`config.mk`:
```
export PLATFORM = sky130hd
export DESIGN_NAME = writeback_stage_flat
export DESIGN_NICKNAME = d
export VERILOG_FILES = /design/src/rtl/writeback_stage_if.sv /design/src/rtl/writeback_stage.sv /design/src/flat_wrapper.sv
export SDC_FILE = /design/constraint.sdc
export NUM_CORES = 1
export LEC_CHECK = 0
export CAP_MARGIN = 20
export CORE_UTILIZATION = 40
export DETAILED_ROUTE_END_ITERATION = 6
export DONT_BUFFER_PORTS = 1
export PLACE_DENSITY_LB_ADDON = 0.05
export SLEW_MARGIN = 30
export SYNTH_ARGS = -nofsm -noshare
export SYNTH_HDL_FRONTEND = slang
export SYNTH_SLANG_ARGS = --single-unit
```
`constraint.sdc`:
```
create_clock -name clk -period 1.71 [get_ports clk]
set_input_delay 0.0855 -clock clk [delete_from_list [all_inputs] [get_ports clk]]
set_output_delay 0.0855 -clock clk [all_outputs]
set_load 0.005 [all_outputs]
```
`src/rtl/writeback_stage_if.sv`:
```
// ----------------------------------------------------------------------------
// writeback_stage_if
//   Bundle carrying retiring instructions from the memory stage into the
//   writeback stage.
//
//   Handshake: the memory stage (master) raises in_valid with all in_*
//   payload fields stable. The writeback stage (slave) drives in_ready.
//   A transfer happens on a rising clk edge where in_valid && in_ready are
//   both high. The writeback stage may additionally discard the offered
//   instruction with its own flush input.
//
//   Signals
//     in_valid        master -> slave  instruction offered
//     in_ready        slave  -> master stage can accept this cycle
//     in_pc_notbranch master -> slave  fall-through PC
//     in_pc_branch    master -> slave  branch/jump target
//     in_br_taken     master -> slave  branch resolved taken
//     in_wen          master -> slave  instruction writes rd
//     in_rd_addr      master -> slave  destination register
//     in_wb_sel       master -> slave  write-back source select
//     in_alu_res      master -> slave  ALU result
//     in_load_data    master -> slave  raw aligned load data
//     in_load_fmt     master -> slave  load size / signedness code
//     in_addr_lo      master -> slave  low load-address bits (lane select)
// ----------------------------------------------------------------------------
interface writeback_stage_if #(
  parameter int XLEN = 32,
  parameter int RA_W = 5
);
  logic            in_valid;
  logic            in_ready;
  logic [XLEN-1:0] in_pc_notbranch;
  logic [XLEN-1:0] in_pc_branch;
  logic            in_br_taken;
  logic            in_wen;
  logic [RA_W-1:0] in_rd_addr;
  logic [1:0]      in_wb_sel;
  logic [XLEN-1:0] in_alu_res;
  logic [XLEN-1:0] in_load_data;
  logic [2:0]      in_load_fmt;
  logic [2:0]      in_addr_lo;

  modport master (
    output in_valid, in_pc_notbranch, in_pc_branch, in_br_taken, in_wen,
           in_rd_addr, in_wb_sel, in_alu_res, in_load_data, in_load_fmt,
           in_addr_lo,
    input  in_ready
  );

  modport slave (
    input  in_valid, in_pc_notbranch, in_pc_branch, in_br_taken, in_wen,
           in_rd_addr, in_wb_sel, in_alu_res, in_load_data, in_load_fmt,
           in_addr_lo,
    output in_ready
  );
endinterface

```
`src/rtl/writeback_stage.sv`:
```
// ----------------------------------------------------------------------------
// writeback_stage
//   Final pipeline stage. Accepts one retiring instruction per cycle, picks
//   the next PC, formats the register write-back value (ALU / load / link)
//   and drives the register-file write port, which doubles as the
//   forwarding source. Counts retired instructions.
//
//   Ports
//     clk, rst_n      clock, asynchronous active-low reset
//     bus             writeback_stage_if.slave, instruction input + in_ready
//     stall           hold: nothing is accepted, in_ready low
//     flush           discard the instruction offered this cycle
//     next_pc         registered next PC (RESET_PC after reset)
//     pc_valid        1-cycle pulse, next_pc updated
//     redirect        1-cycle pulse, accepted instruction was a taken branch
//     write_reg       1-cycle register-file write enable
//     dstreg_addr     register-file write address
//     dstreg_data     register-file write data
//     retire_count    accepted-instruction counter (wraps)
//
//   Accept = in_valid & in_ready & !flush; results are visible the cycle
//   after the accepting edge. in_ready is the only combinational output.
// ----------------------------------------------------------------------------
module writeback_stage #(
  parameter int          XLEN     = 32,
  parameter int          RA_W     = 5,
  parameter int          CNT_W    = 32,
  parameter logic [63:0] RESET_PC = 64'd0,
  parameter bit          ZERO_REG = 1'b1
) (
  input  logic             clk,
  input  logic             rst_n,
  writeback_stage_if.slave bus,
  input  logic             stall,
  input  logic             flush,
  output logic [XLEN-1:0]  next_pc,
  output logic             pc_valid,
  output logic             redirect,
  output logic             write_reg,
  output logic [RA_W-1:0]  dstreg_addr,
  output logic [XLEN-1:0]  dstreg_data,
  output logic [CNT_W-1:0] retire_count
);

  localparam logic [1:0] SEL_LOAD = 2'b01;
  localparam logic [1:0] SEL_LINK = 2'b10;

  localparam logic [2:0] FMT_LB  = 3'b000;
  localparam logic [2:0] FMT_LH  = 3'b001;
  localparam logic [2:0] FMT_LD  = 3'b011;
  localparam logic [2:0] FMT_LBU = 3'b100;
  localparam logic [2:0] FMT_LHU = 3'b101;
  localparam logic [2:0] FMT_LWU = 3'b110;

  logic            accept;
  logic            wr_en;
  logic [2:0]      lane;
  logic [63:0]     raw64;
  logic [63:0]     byte_sh;
  logic [63:0]     half_sh;
  logic [63:0]     word_sh;
  logic [63:0]     ld64;
  logic [XLEN-1:0] wb_data;

  assign bus.in_ready = !stall;
  // Flush wins over in_valid: a flushed instruction changes no state.
  assign accept = bus.in_valid && !stall && !flush;
  assign wr_en  = bus.in_wen && !(ZERO_REG && (bus.in_rd_addr == '0));

  // Load formatting is done on a 64-bit view so one datapath serves both
  // XLEN values; the result is truncated to XLEN afterwards. With XLEN=32
  // the upper lane bit is forced low so only the single word is addressed.
  always_comb begin
    raw64 = '0;
    raw64[XLEN-1:0] = bus.in_load_data;
    lane = bus.in_addr_lo;
    if (XLEN == 32) lane[2] = 1'b0;
    byte_sh = raw64 >> {lane, 3'b000};
    half_sh = raw64 >> {lane[2:1], 4'b0000};
    word_sh = raw64 >> {lane[2], 5'b00000};
    case (bus.in_load_fmt)
      FMT_LB:  ld64 = {{56{byte_sh[7]}}, byte_sh[7:0]};
      FMT_LBU: ld64 = {56'd0, byte_sh[7:0]};
      FMT_LH:  ld64 = {{48{half_sh[15]}}, half_sh[15:0]};
      FMT_LHU: ld64 = {48'd0, half_sh[15:0]};
      // Zero-extension is invisible after truncation to 32 bits, so LWU
      // naturally degrades to LW there.
      FMT_LWU: ld64 = {32'd0, word_sh[31:0]};
      FMT_LD:  ld64 = (XLEN == 64) ? raw64
                                   : {{32{word_sh[31]}}, word_sh[31:0]};
      // LW and the undefined code 111
      default: ld64 = {{32{word_sh[31]}}, word_sh[31:0]};
    endcase
  end

  always_comb begin
    case (bus.in_wb_sel)
      SEL_LOAD: wb_data = ld64[XLEN-1:0];
      SEL_LINK: wb_data = bus.in_pc_notbranch;
      default:  wb_data = bus.in_alu_res;
    endcase
  end

  always_ff @(posedge clk or negedge rst_n) begin
    if (!rst_n) begin
      next_pc      <= RESET_PC[XLEN-1:0];
      pc_valid     <= 1'b0;
      redirect     <= 1'b0;
      write_reg    <= 1'b0;
      dstreg_addr  <= '0;
      dstreg_data  <= '0;
      retire_count <= '0;
    end else begin
      pc_valid  <= accept;
      redirect  <= accept && bus.in_br_taken;
      write_reg <= accept && wr_en;
      if (accept) begin
        next_pc      <= bus.in_br_taken ? bus.in_pc_branch : bus.in_pc_notbranch;
        dstreg_addr  <= bus.in_rd_addr;
        dstreg_data  <= wb_data;
        retire_count <= retire_count + CNT_W'(1);
      end
    end
  end

endmodule

```
`src/flat_wrapper.sv`:
```
// flat-port wrapper written by rule: the top's interface ports become plain ports
module writeback_stage_flat 
#(
  parameter int          XLEN     = 32,
  parameter int          RA_W     = 5,
  parameter int          CNT_W    = 32,
  parameter logic [63:0] RESET_PC = 64'd0,
  parameter bit          ZERO_REG = 1'b1
)
  (clk, rst_n, stall, flush, next_pc, pc_valid, redirect, write_reg, dstreg_addr, dstreg_data, retire_count, bus_in_valid, bus_in_pc_notbranch, bus_in_pc_branch, bus_in_br_taken, bus_in_wen, bus_in_rd_addr, bus_in_wb_sel, bus_in_alu_res, bus_in_load_data, bus_in_load_fmt, bus_in_addr_lo, bus_in_ready);
  writeback_stage_if #(.XLEN(XLEN), .RA_W(RA_W)) bus_i ();
  input  logic clk;
  input  logic rst_n;
  input  logic stall;
  input  logic flush;
  output logic [XLEN-1:0] next_pc;
  output logic pc_valid;
  output logic redirect;
  output logic write_reg;
  output logic [RA_W-1:0] dstreg_addr;
  output logic [XLEN-1:0] dstreg_data;
  output logic [CNT_W-1:0] retire_count;
  input wire logic [$bits(bus_i.in_valid)-1:0] bus_in_valid;
  input wire logic [$bits(bus_i.in_pc_notbranch)-1:0] bus_in_pc_notbranch;
  input wire logic [$bits(bus_i.in_pc_branch)-1:0] bus_in_pc_branch;
  input wire logic [$bits(bus_i.in_br_taken)-1:0] bus_in_br_taken;
  input wire logic [$bits(bus_i.in_wen)-1:0] bus_in_wen;
  input wire logic [$bits(bus_i.in_rd_addr)-1:0] bus_in_rd_addr;
  input wire logic [$bits(bus_i.in_wb_sel)-1:0] bus_in_wb_sel;
  input wire logic [$bits(bus_i.in_alu_res)-1:0] bus_in_alu_res;
  input wire logic [$bits(bus_i.in_load_data)-1:0] bus_in_load_data;
  input wire logic [$bits(bus_i.in_load_fmt)-1:0] bus_in_load_fmt;
  input wire logic [$bits(bus_i.in_addr_lo)-1:0] bus_in_addr_lo;
  output wire logic [$bits(bus_i.in_ready)-1:0] bus_in_ready;
  assign bus_i.in_valid = bus_in_valid;
  assign bus_i.in_pc_notbranch = bus_in_pc_notbranch;
  assign bus_i.in_pc_branch = bus_in_pc_branch;
  assign bus_i.in_br_taken = bus_in_br_taken;
  assign bus_i.in_wen = bus_in_wen;
  assign bus_i.in_rd_addr = bus_in_rd_addr;
  assign bus_i.in_wb_sel = bus_in_wb_sel;
  assign bus_i.in_alu_res = bus_in_alu_res;
  assign bus_i.in_load_data = bus_in_load_data;
  assign bus_i.in_load_fmt = bus_in_load_fmt;
  assign bus_i.in_addr_lo = bus_in_addr_lo;
  assign bus_in_ready = bus_i.in_ready;
  writeback_stage #(.XLEN(XLEN), .RA_W(RA_W), .CNT_W(CNT_W), .RESET_PC(RESET_PC), .ZERO_REG(ZERO_REG)) u_core (.clk(clk), .rst_n(rst_n), .bus(bus_i), .stall(stall), .flush(flush), .next_pc(next_pc), .pc_valid(pc_valid), .redirect(redirect), .write_reg(write_reg), .dstreg_addr(dstreg_addr), .dstreg_data(dstreg_data), .retire_count(retire_count));
endmodule
```
==> summary.md <==
| Metric | Value |
|---|---|
| Worst endpoint required time | `1940 ps` |
| Filler cells | `1277` |
| Initial Util | `between 40% and 50%` |
| Number of nets in the layout | `881` |
| Power per cell area | `854 mW/mm²` |
| Worst slew margin relative to its limit | `around half` |
| Maximum number of pins on one net before global-route repair | `~110` |
| Basic-gate share of the synthesized area counting and, or, nand and nor cells | `17.6%` |
| Core outline area | `0.0138 mm²` |
| Largest area contributor in the netlist | `dfrtp_1` |
| Sinks on the clock net | `104` |
| Adder-cell share of the synthesized area | `0.665%` |
| Max-cap violations | `0` |
| Fraction of final layout cells with drive strength greater than 1 | `6.94%` |
| Synth area leaders | `dfrtp_1 (46%), o21ai_0 (9.0%), mux2i_1 (7.5%)` |
| Mapped cell area | `0.00564 mm²` |
| Share of Yosys cell area claimed by the top area cell type | `a little under half` |
| Vias per cell | `5.74` |
| Outcome | `finished with violations` |
| Number of nets with antenna violations after detailed routing | `0` |
| Largest voltage drop on the vdd net | `0.000471 V` |
| H-tree depth | `3` |
| GRT Resource Usage Total | `26.1%` |
| Async set-reset flop share out of synthesis | `100%` |
| Total count of max-transition violations in the final report | `0` |
| Deepest clock path buffer count | `2` |
| Post-route cell area | `0.00739 mm²` |
| Least-Margin Pin Slew | `~730 ps` |
| Area of the die | `roughly 0.015 mm²` |
| Global route total overflow | `0` |
| Yosys cell types | `39` |
| Highest fanout seen on the critical path | `35` |
| Syn nets | `774` |
| Violations in the final reports | `negative hold slack` |
| Clock input transition at the sequential cells of the worst setup and hold paths | `around 70 ps` |
| Portion of the clock cycle consumed by the worst path in the final layout | `94.8%` |
| FMAX | `approximately 620 MHz` |
| DRC violations left | `0` |
| Number of top-level pins | `253` |
| Number of antenna diodes | `0` |
| Clock latency reported for the late side of the worst-skew pair | `~350 ps` |
| Final WL | `19.0 mm` |
| Worst clock skew | `roughly 7.7 ps` |
| Min Hold Slack | `-574 ps` |
| Overall via count from detail_route | `5249` |
| Hold Crit Class | `primary input to asynchronous set/reset pin` |
| Worst-case setup slack after placement | `-46.5 ps` |
| Kind of start point of the critical path | `primary input` |
| Static Leak | `between 3 and 4 nW` |
| Synthesized flop and latch total | `approximately 100` |
| Cell row count | `43` |
| Detailed Route Iter0 Violations | `279` |
| Post-place instance area | `0.00590 mm²` |
| Post-synthesis instance total | `623` |
| Number of global-route vias before repair | `between 5000 and 6000` |
| Area share of xor/xnor cells in the synthesized design | `4.81%` |
| Quantity of hold-fixing buffers added after cts | `116` |
| Data arrival, critical path | `1850 ps` |
| Detailed Routing Iterations Pass 1 | `5` |
| Final setup viols | `0` |
| Worst Setup End Kind | `register` |
| Detailed-route wire length per cell | `20.7 µm` |
| Count of buffers inserted at the top-level ports | `0` |
| Clock buffers created by TritonCTS | `9` |
| Average cell area after synthesis | `9.06 µm²` |
| Multiplexer share of the synthesized area | `7.45%` |
| RSZ-0062 raised after global routing | `no` |
| Area overhead of the layout relative to synthesis | `31.0%` |
| CTS root buf | `clkbuf_16` |
| DIE WIDTH | `between 100 and 150 µm` |
| Critical path class | `primary input to register` |
| Main combinational cell family by area after synthesis | `compound AO/OA/AOI/OAI gates` |
| Final total negative setup slack | `0 ps` |
| Initial antenna violation count | `0` |
| Die Y-Extent | `about 120 µm` |
| Gp weighted congestion | `0.781` |
| Top Registers | `u_core.dstreg_data x32, u_core.next_pc x32, u_core.retire_count x32` |
| First-pass GRT wire length | `between 20 and 30 mm` |
| Complex-gate fraction of the synthesized area | `a little under a fifth` |
| TritonCTS clock tree | `built` |
| Post-DP HPWL | `12.8 mm` |
| Worst path setup slack after routing | `89.4 ps` |
| Final worst path period need | `1620 ps` |
| Proportion of synthesized chip area in sequential cells | `46.1%` |
| Number of synthesized flops with an enable pin | `0` |
| Commonest register cell after synthesis | `dfrtp_1` |
| Total of warnings raised by yosys | `0` |
| Number of endpoints with negative hold slack in the final report | `between 100 and 150` |
| Fin util | `53.5%` |
[per-layer routing]
metal / track usage (%) / vias up / wire, µm
met1: 30.9 / 2555 / 7550
met3: 7.36 / 36 / 1460
li1: - / 2443 / -
met2: 44.0 / 215 / 9360
met4: 11.3 / 0 / 588
met5: 0 / - / 0
[final timing paths]
path | from | end | slack, ps | depth (start not counted)
max in group asynchronous | rst_n | u_core.dstreg_data[31] | 2110 | 0
max | stall | u_core.dstreg_data[9] | 90 | 6
min in group clk | bus_in_pc_notbranch[4] | u_core.dstreg_data[4] | 0 | 2
max reg2reg | u_core.retire_count[8] | u_core.retire_count[28] | 140 | 5
min | rst_n | u_core.retire_count[9] | -570 | 0
min reg2reg | u_core.retire_count[31] | u_core.retire_count[31] | 500 | 1
[worst max-delay path, stage by stage]
cell           delay [ps]
or3b_4                460
buf_4                 260
or3_1                 330
o21ai_0               100
a21oi_1                60
dlygate4sd3_1         550
[synth_stat cells (2+ instances only)]
master,number
buf_1,5
inv_1,17
nor2_1,20
clkbuf_1,36
nand2b_1,9
nand2_1,96
buf_2,4
and4_1,4
nand3_1,19
o22ai_1,16
nor3b_1,16
xor2_1,2
mux2i_1,42
nand4_1,10
o21ai_0,101
o211ai_1,16
o2111ai_1,8
ha_1,3
dfrtp_1,104
and3_1,5
or3_1,10
and2_1,2
a221oi_1,14
nor3_1,3
xnor2_1,29
a21oi_1,19
[stage by stage]
stage,hold WS [ps],power (mW),std cells
finish,-574,6.31,915
global route,-594,6.63,915
CTS,-587,6.34,912
detailed placement,-208,4.03,780
global placement,-208,4.01,780
floorplan,-210,3.77,623
[cell families after synthesis]
family | count (synthesis)
XOR/XNOR | 31
flip-flops | 104
multiplexers | 42
AO/OA/AOI/OAI | 179
buffers and inverters | 64
adder cells (fa/ha/maj) | 3
AND/OR/NAND/NOR | 200
[power by group]
group | switching (mW) | internal [mW] | total [mW] | leakage [nW]
Combinational | 0.546 | 0.601 | 1.15 | 1.69
Sequential | 0.362 | 2.83 | 3.19 | 1.31
Clock | 0.974 | 1.00 | 1.98 | 0.130
[repair_timing]
action                                 in CTS  in global routing
gates resized for setup                     0                  3
endpoints found under the hold margin     175                104
setup endpoints to repair                   0                 23
setup buffers                               0                  3
[placed cells by master (no fill, tap or decap), drive strengths merged, types with 3 or more instances in the layout]
cell         count
and4             4
inv             16
buf             27
clkinv           5
o22ai           16
and3             5
nand2           96
or3             10
nand3           19
mux2i           42
nand2b           9
nor3             4
nor2            20
xnor2           29
o2111ai          8
clkinvlp         4
nor3b           16
o21ai          101
dfrtp          104
ha               3
a21oi           19
dlygate4sd3    115
clkbuf           9
a221oi          14
o211ai          16
nand4           10
[final cells by class]
type / count / area (µm²) / share of cell area, %
well taps: 180 / 225 / 3.05
inverters: 18 / 72.6 / 0.982
clock buffers: 9 / 225 / 3.05
clock inverters: 7 / 56.3 / 0.762
flip-flops and latches: 104 / 2600 / 35.2
multi-input cells: 455 / 2810 / 38.0
repair buffers: 142 / 1400 / 19.0
Note: power is estimated with default switching activity, not from simulation.
